--- src/rtl/wu_fetch_cntl.sv ---
//------------------------------------------------------------------------------
// Module      : wu_fetch_cntl
// Description : WU instruction-memory fetch sequencer. Optional multi-pass
//               looping is enabled by defining WUF_LOOP_EN.
// Revision    : 1.0 - initial release
//------------------------------------------------------------------------------
`default_nettype none

module wu_fetch_cntl #(
    parameter int WUF_ADDR_WIDTH   = 12,
    parameter int WUF_MEM_DEPTH    = 4096,
    parameter int WUF_COUNT_WIDTH  = 16,
    parameter int WUF_DRAIN_CYCLES = 3
) (
    input  logic                       clk,
    input  logic                       reset_poweron,
    input  logic                       mcntl__wuf__start,
    input  logic [WUF_ADDR_WIDTH-1:0]  mcntl__wuf__start_addr,
    input  logic [WUF_COUNT_WIDTH-1:0] mcntl__wuf__num_words,
    input  logic                       mcntl__wuf__abort,
`ifdef WUF_LOOP_EN
    input  logic [7:0]                 mcntl__wuf__loop_count,
`endif
    output logic                       wuf__mcntl__busy,
    output logic                       wuf__mcntl__done,
    output logic [WUF_COUNT_WIDTH-1:0] wuf__mcntl__fetch_count,
    output logic [WUF_ADDR_WIDTH-1:0]  wuf__wum__addr,
    output logic                       wuf__wum__read,
    input  logic                       wum__wuf__stall
);

    localparam int DRAIN_W = (WUF_DRAIN_CYCLES < 2) ? 1 : $clog2(WUF_DRAIN_CYCLES);

    localparam logic [DRAIN_W-1:0]         C_DRAIN_LOAD = DRAIN_W'(WUF_DRAIN_CYCLES - 1);
    localparam logic [DRAIN_W-1:0]         C_DRAIN_ONE  = DRAIN_W'(1);
    localparam logic [WUF_ADDR_WIDTH-1:0]  C_ADDR_LAST  = WUF_ADDR_WIDTH'(WUF_MEM_DEPTH - 1);
    localparam logic [WUF_ADDR_WIDTH-1:0]  C_ADDR_ONE   = WUF_ADDR_WIDTH'(1);
    localparam logic [WUF_COUNT_WIDTH-1:0] C_CNT_ONE    = WUF_COUNT_WIDTH'(1);

    typedef enum logic [1:0] {
        S_IDLE  = 2'd0,
        S_FETCH = 2'd1,
        S_DRAIN = 2'd2
    } state_t;

    state_t                       state_q;
    logic                         read_q;
    logic [WUF_ADDR_WIDTH-1:0]    addr_q;
    logic                         busy_q;
    logic                         done_q;
    logic [WUF_COUNT_WIDTH-1:0]   fetch_count_q;
    logic [WUF_COUNT_WIDTH-1:0]   remaining_q;
    logic [DRAIN_W-1:0]           drain_q;
    logic [WUF_ADDR_WIDTH-1:0]    cur_addr_q;
    logic [WUF_ADDR_WIDTH-1:0]    cur_addr_d;
`ifdef WUF_LOOP_EN
    logic [WUF_ADDR_WIDTH-1:0]    start_addr_q;
    logic [WUF_COUNT_WIDTH-1:0]   num_words_q;
    logic [7:0]                   loops_left_q;
`endif

    // Depth need not be a power of two, so wrap explicitly.
    always_comb begin
        cur_addr_d = (cur_addr_q == C_ADDR_LAST) ? '0 : cur_addr_q + C_ADDR_ONE;
    end

    always_ff @(posedge clk) begin
        if (reset_poweron) begin
            state_q       <= S_IDLE;
            read_q        <= 1'b0;
            addr_q        <= '0;
            busy_q        <= 1'b0;
            done_q        <= 1'b0;
            fetch_count_q <= '0;
            remaining_q   <= '0;
            drain_q       <= '0;
            cur_addr_q    <= '0;
`ifdef WUF_LOOP_EN
            start_addr_q  <= '0;
            num_words_q   <= '0;
            loops_left_q  <= '0;
`endif
        end else begin
            read_q <= 1'b0;
            done_q <= 1'b0;
            case (state_q)
                S_IDLE: begin
                    if (mcntl__wuf__start && !mcntl__wuf__abort) begin
                        if (mcntl__wuf__num_words != '0) begin
                            cur_addr_q  <= mcntl__wuf__start_addr;
                            remaining_q <= mcntl__wuf__num_words;
`ifdef WUF_LOOP_EN
                            start_addr_q <= mcntl__wuf__start_addr;
                            num_words_q  <= mcntl__wuf__num_words;
                            loops_left_q <= mcntl__wuf__loop_count;
`endif
                            state_q <= S_FETCH;
                            busy_q  <= 1'b1;
                        end else begin
                            done_q <= 1'b1;
                        end
                    end
                end
                S_FETCH: begin
                    if (mcntl__wuf__abort) begin
                        state_q     <= S_IDLE;
                        busy_q      <= 1'b0;
                        remaining_q <= '0;
                    end else if (!wum__wuf__stall && remaining_q != '0) begin
                        read_q      <= 1'b1;
                        addr_q      <= cur_addr_q;
                        cur_addr_q  <= cur_addr_d;
                        remaining_q <= remaining_q - C_CNT_ONE;
                        if (~&fetch_count_q) begin
                            fetch_count_q <= fetch_count_q + C_CNT_ONE;
                        end
                        if (remaining_q == C_CNT_ONE) begin
`ifdef WUF_LOOP_EN
                            // Reload on the same edge so the next pass has no bubble.
                            if (loops_left_q != 8'd0) begin
                                cur_addr_q   <= start_addr_q;
                                remaining_q  <= num_words_q;
                                loops_left_q <= loops_left_q - 8'd1;
                            end else begin
                                state_q <= S_DRAIN;
                                drain_q <= C_DRAIN_LOAD;
                            end
`else
                            state_q <= S_DRAIN;
                            drain_q <= C_DRAIN_LOAD;
`endif
                        end
                    end
                end
                S_DRAIN: begin
                    if (mcntl__wuf__abort) begin
                        state_q <= S_IDLE;
                        busy_q  <= 1'b0;
                    end else if (drain_q == '0) begin
                        state_q <= S_IDLE;
                        busy_q  <= 1'b0;
                        done_q  <= 1'b1;
                    end else begin
                        drain_q <= drain_q - C_DRAIN_ONE;
                    end
                end
                default: begin
                    state_q <= S_IDLE;
                    busy_q  <= 1'b0;
                end
            endcase
        end
    end

    assign wuf__mcntl__busy        = busy_q;
    assign wuf__mcntl__done        = done_q;
    assign wuf__mcntl__fetch_count = fetch_count_q;
    assign wuf__wum__addr          = addr_q;
    assign wuf__wum__read          = read_q;

endmodule

`default_nettype wire

--- config.mk ---
export PLATFORM = sky130hd
export DESIGN_NAME = wu_fetch_cntl
export DESIGN_NICKNAME = d
export VERILOG_FILES = /design/src/rtl/wu_fetch_cntl.sv
export SDC_FILE = /design/constraint.sdc
export NUM_CORES = 1
export LEC_CHECK = 0
export CORE_ASPECT_RATIO = 1.5
export CORE_MARGIN = 2
export CORE_UTILIZATION = 48
export CTS_CLUSTER_DIAMETER = 40
export DETAILED_ROUTE_END_ITERATION = 12
export GPL_ROUTABILITY_DRIVEN = 0
export HOLD_SLACK_MARGIN = 0.15
export MAX_ROUTING_LAYER = met4
export PLACE_DENSITY_LB_ADDON = 0.05
export SLEW_MARGIN = 20
export SYNTH_ARGS = -nofsm -noshare
export SYNTH_HDL_FRONTEND = slang
export SYNTH_SLANG_ARGS = --single-unit
--- constraint.sdc ---
create_clock -name clk -period 1.85 [get_ports clk]
set_input_delay 0.2775 -clock clk [delete_from_list [all_inputs] [get_ports clk]]
set_output_delay 0.2775 -clock clk [all_outputs]
set_load 0.005 [all_outputs]
==> results_dict.tcl <==
set metrics [dict create \
    status "completed" \
    root_buffer "clkbuf_8" \
    final_nets 638 \
    io_pins 64 \
    min_period_ns 1.84 \
    max_slew_margin_pct 66.8 \
    rsz0062_at_grt "true" \
    drive_above_1_share_pct 31.9 \
    initial_utilization_pct 49.2 \
    synthArstFlopShare_pct 0 \
    ys_seq_area_share_pct 35.7 \
    avgSynthCellArea_um2 7.98 \
    clock.fmax_mhz 545 \
    numCtsBuffers 9 \
    grt_max_degree 35 \
    clockBufferDepth 2 \
    area_growth_pct 59.6 \
    cp_slowest_stage_delay_ns 0.40 \
    synth_cell_type_count 60 \
    gr-usage-all-layers_pct 30.3 \
    syn_nets 481 \
    synth-edff-count 0 \
    grt_overflow 0 \
    hold_path_class "in2reg" \
    critPathMaxFanout 6 \
    multi_input_area_um2 2410 \
    wl_mm 12.0 \
    power.leakage_uw 0.00207 \
    syn_area_um2 3530 \
    diodes 0 \
    clock_latency_ns 0.35 \
    wire_per_inst_um 17.0 \
    clk_pin_slew_worst_paths_ns 0.07 \
    setup_tns_ns 0 \
    arrival_ns 2.12 \
    grt_antenna_before_repair 0 \
    ys_ff_latch 63 \
    dp_hpwl_mm 8.25 \
    clkSinkCount 63 \
    worst_slack_ns 0.0148 \
    htreeDepth 3 \
    die-area_um2 8080 \
    worst_setup_path_start_kind "flip-flop" \
    design_area_um2 5640 \
    cap_violations 0 \
    dieHeight_um 109 \
    slew_violations 0 \
    ys_dominant_reg_cell "dfxtp_1" \
    die_w_um 74.1 \
    final_hold_viol_count 0 \
    core_area_um2 7180 \
    dp_cells 681 \
    place.port_buffers 63 \
    postCtsHoldBufs 0 \
    fillers 521 \
    finalCritPeriodShare_pct 99.2 \
    dr.pass1.iters 8 \
    worst_pin_slew_ns 0.493 \
    place_ws_ns -0.314 \
    finClkSkew_ns 0.0108 \
    grt_pass1_wl_mm 18.5 \
    ant_nets 0 \
    powerDensity_nw_per_um2 649 \
    ir_drop_uv 473 \
    netlist_instances 443 \
    crit_slowest_cell "or3b_4" \
    p_total_uw 3660 \
    register_area_um2 1270 \
    setup_violations 0 \
    layout_commonest_cell "buf_4" \
    final_cell_mix "100 x buf_4, 61 x clkdlybuf4s50_1, 57 x dfxtp_1" \
    rows 38 \
    instances_no_fill 705 \
    dr.first_iter.drc_count 249 \
    viasPerCell 6.12 \
    grt_pass1_vias 4112 \
    end_kind "flip-flop" \
    required_ns 2.13 \
    vias 4313 \
    path_cells "or3b_4, nor2_4, o21ai_4, buf_4, or4_1, a21oi_1" \
    crit_type "reg2reg" \
    postPlaceCellArea_um2 5020 \
    synth_warnings 0 \
    cts_tree "done" \
    route.detailed.drc 0 \
]
## routing by layer
metal | wire length (um) | vias to the layer above | GRT usage, % | part of all wire, %
li1 | - | 2027 | - | -
met2 | 6390 | 210 | 52.4 | 53
met4 | 513 | 0 | 16.5 | 4.3
met1 | 4450 | 2022 | 32.6 | 37
met5 | 0 | - | - | 0
met3 | 655 | 54 | 4.71 | 5.5
## final cells by class
type / count / share of cell area [%]
multi-input combinational: 335 / 42.7
timing repair buffer: 176 / 27.8
sequential: 63 / 22.5
clock buffer: 14 / 3.06
tap: 100 / 2.22
inverter: 15 / 0.998
clock inverter: 2 / 0.666
## stage by stage
step | hold slack (ns) | utilization, %
after CTS | 0.270 | 74.0
after global routing | 0.296 | 78.5
after global placement | 0.440 | 69.9
final | 0.299 | 78.5
after detailed placement | 0.447 | 69.9
after floorplan | 0.438 | -
## registers in the layout (all words and copies together), names as in the netlist
signal and count:
remaining_q 16, wuf__mcntl__fetch_count 16, cur_addr_q 12, wuf__wum__addr 12
drain_q 2, state_q 2, wuf__mcntl__busy 1, wuf__mcntl__done 1
wuf__wum__read 1
## cells in the mapped netlist (6+ instances only)
library cell / count / area, um2
nor3_1: 11 / 55.1
buf_2: 9 / 45.0
nand2_1: 57 / 214
o311ai_0: 13 / 114
nor2_1: 18 / 67.6
or3_1: 9 / 56.3
a311oi_1: 6 / 52.6
o21ai_0: 20 / 100
nand4_1: 9 / 56.3
and4_1: 6 / 52.6
a21oi_1: 43 / 215
a31oi_1: 9 / 56.3
and3_1: 6 / 37.5
clkbuf_1: 20 / 75.1
nor4_1: 9 / 56.3
nand3_1: 11 / 55.1
inv_1: 15 / 56.3
dfxtp_1: 63 / 1260
o31ai_1: 21 / 158
or4_1: 7 / 52.6
a22oi_1: 6 / 45.0
## cell families after synthesis
logic type                 after synthesis  synth area share, %
adders and majority gates                5                 1.77
AOI/OAI and AO/OA                      160                 31.1
and+or+nand+nor                        168                 25.7
buffers and inverters                   46                 5.52
DFF                                     63                 35.7
xor gates and xnor gates                 1                0.248
## worst paths after layout
| path | startpoint | end | slack (ns) | cells after the start |
|---|---|---|---|---|
| setup / recovery | state_q[1]$_SDFFE_PP0P_ | wuf__mcntl__fetch_count[15]$_SDFFE_PP0P_ | 0.01 | 6 |
| hold / removal | reset_poweron | wuf__mcntl__fetch_count[4]$_SDFFE_PP0P_ | 0.30 | 2 |
| setup reg to reg | state_q[1]$_SDFFE_PP0P_ | wuf__mcntl__fetch_count[15]$_SDFFE_PP0P_ | 0.01 | 6 |
| hold reg to reg | wuf__wum__addr[5]$_SDFFE_PP0P_ | wuf__wum__addr[5]$_SDFFE_PP0P_ | 0.45 | 2 |
## timing repair
item                       CTS  global route
gates cloned                 2             1
resized for setup           13            68
setup endpoints to repair   51            46
pin swaps                    1            23
setup buffers                2             3
## report_power, final
part / switching [uW] / leakage [uW] / internal [uW]
Sequential: 42.5 / 0.000515 / 1410
Clock: 539 / 0.000103 / 734
Combinational: 480 / 0.00145 / 453
Total: 1060 / 0.00207 / 2600
## critical path, delay by kind of cell (launching register included)
kind | cells | cell delay (ns)
AOI/OAI and AO/OA | 2 | 0.24
and+or+nand+nor | 3 | 1.02
buffers and inverters | 1 | 0.15
DFF | 1 | 0.37
Note: power is estimated with default switching activity, not from simulation.
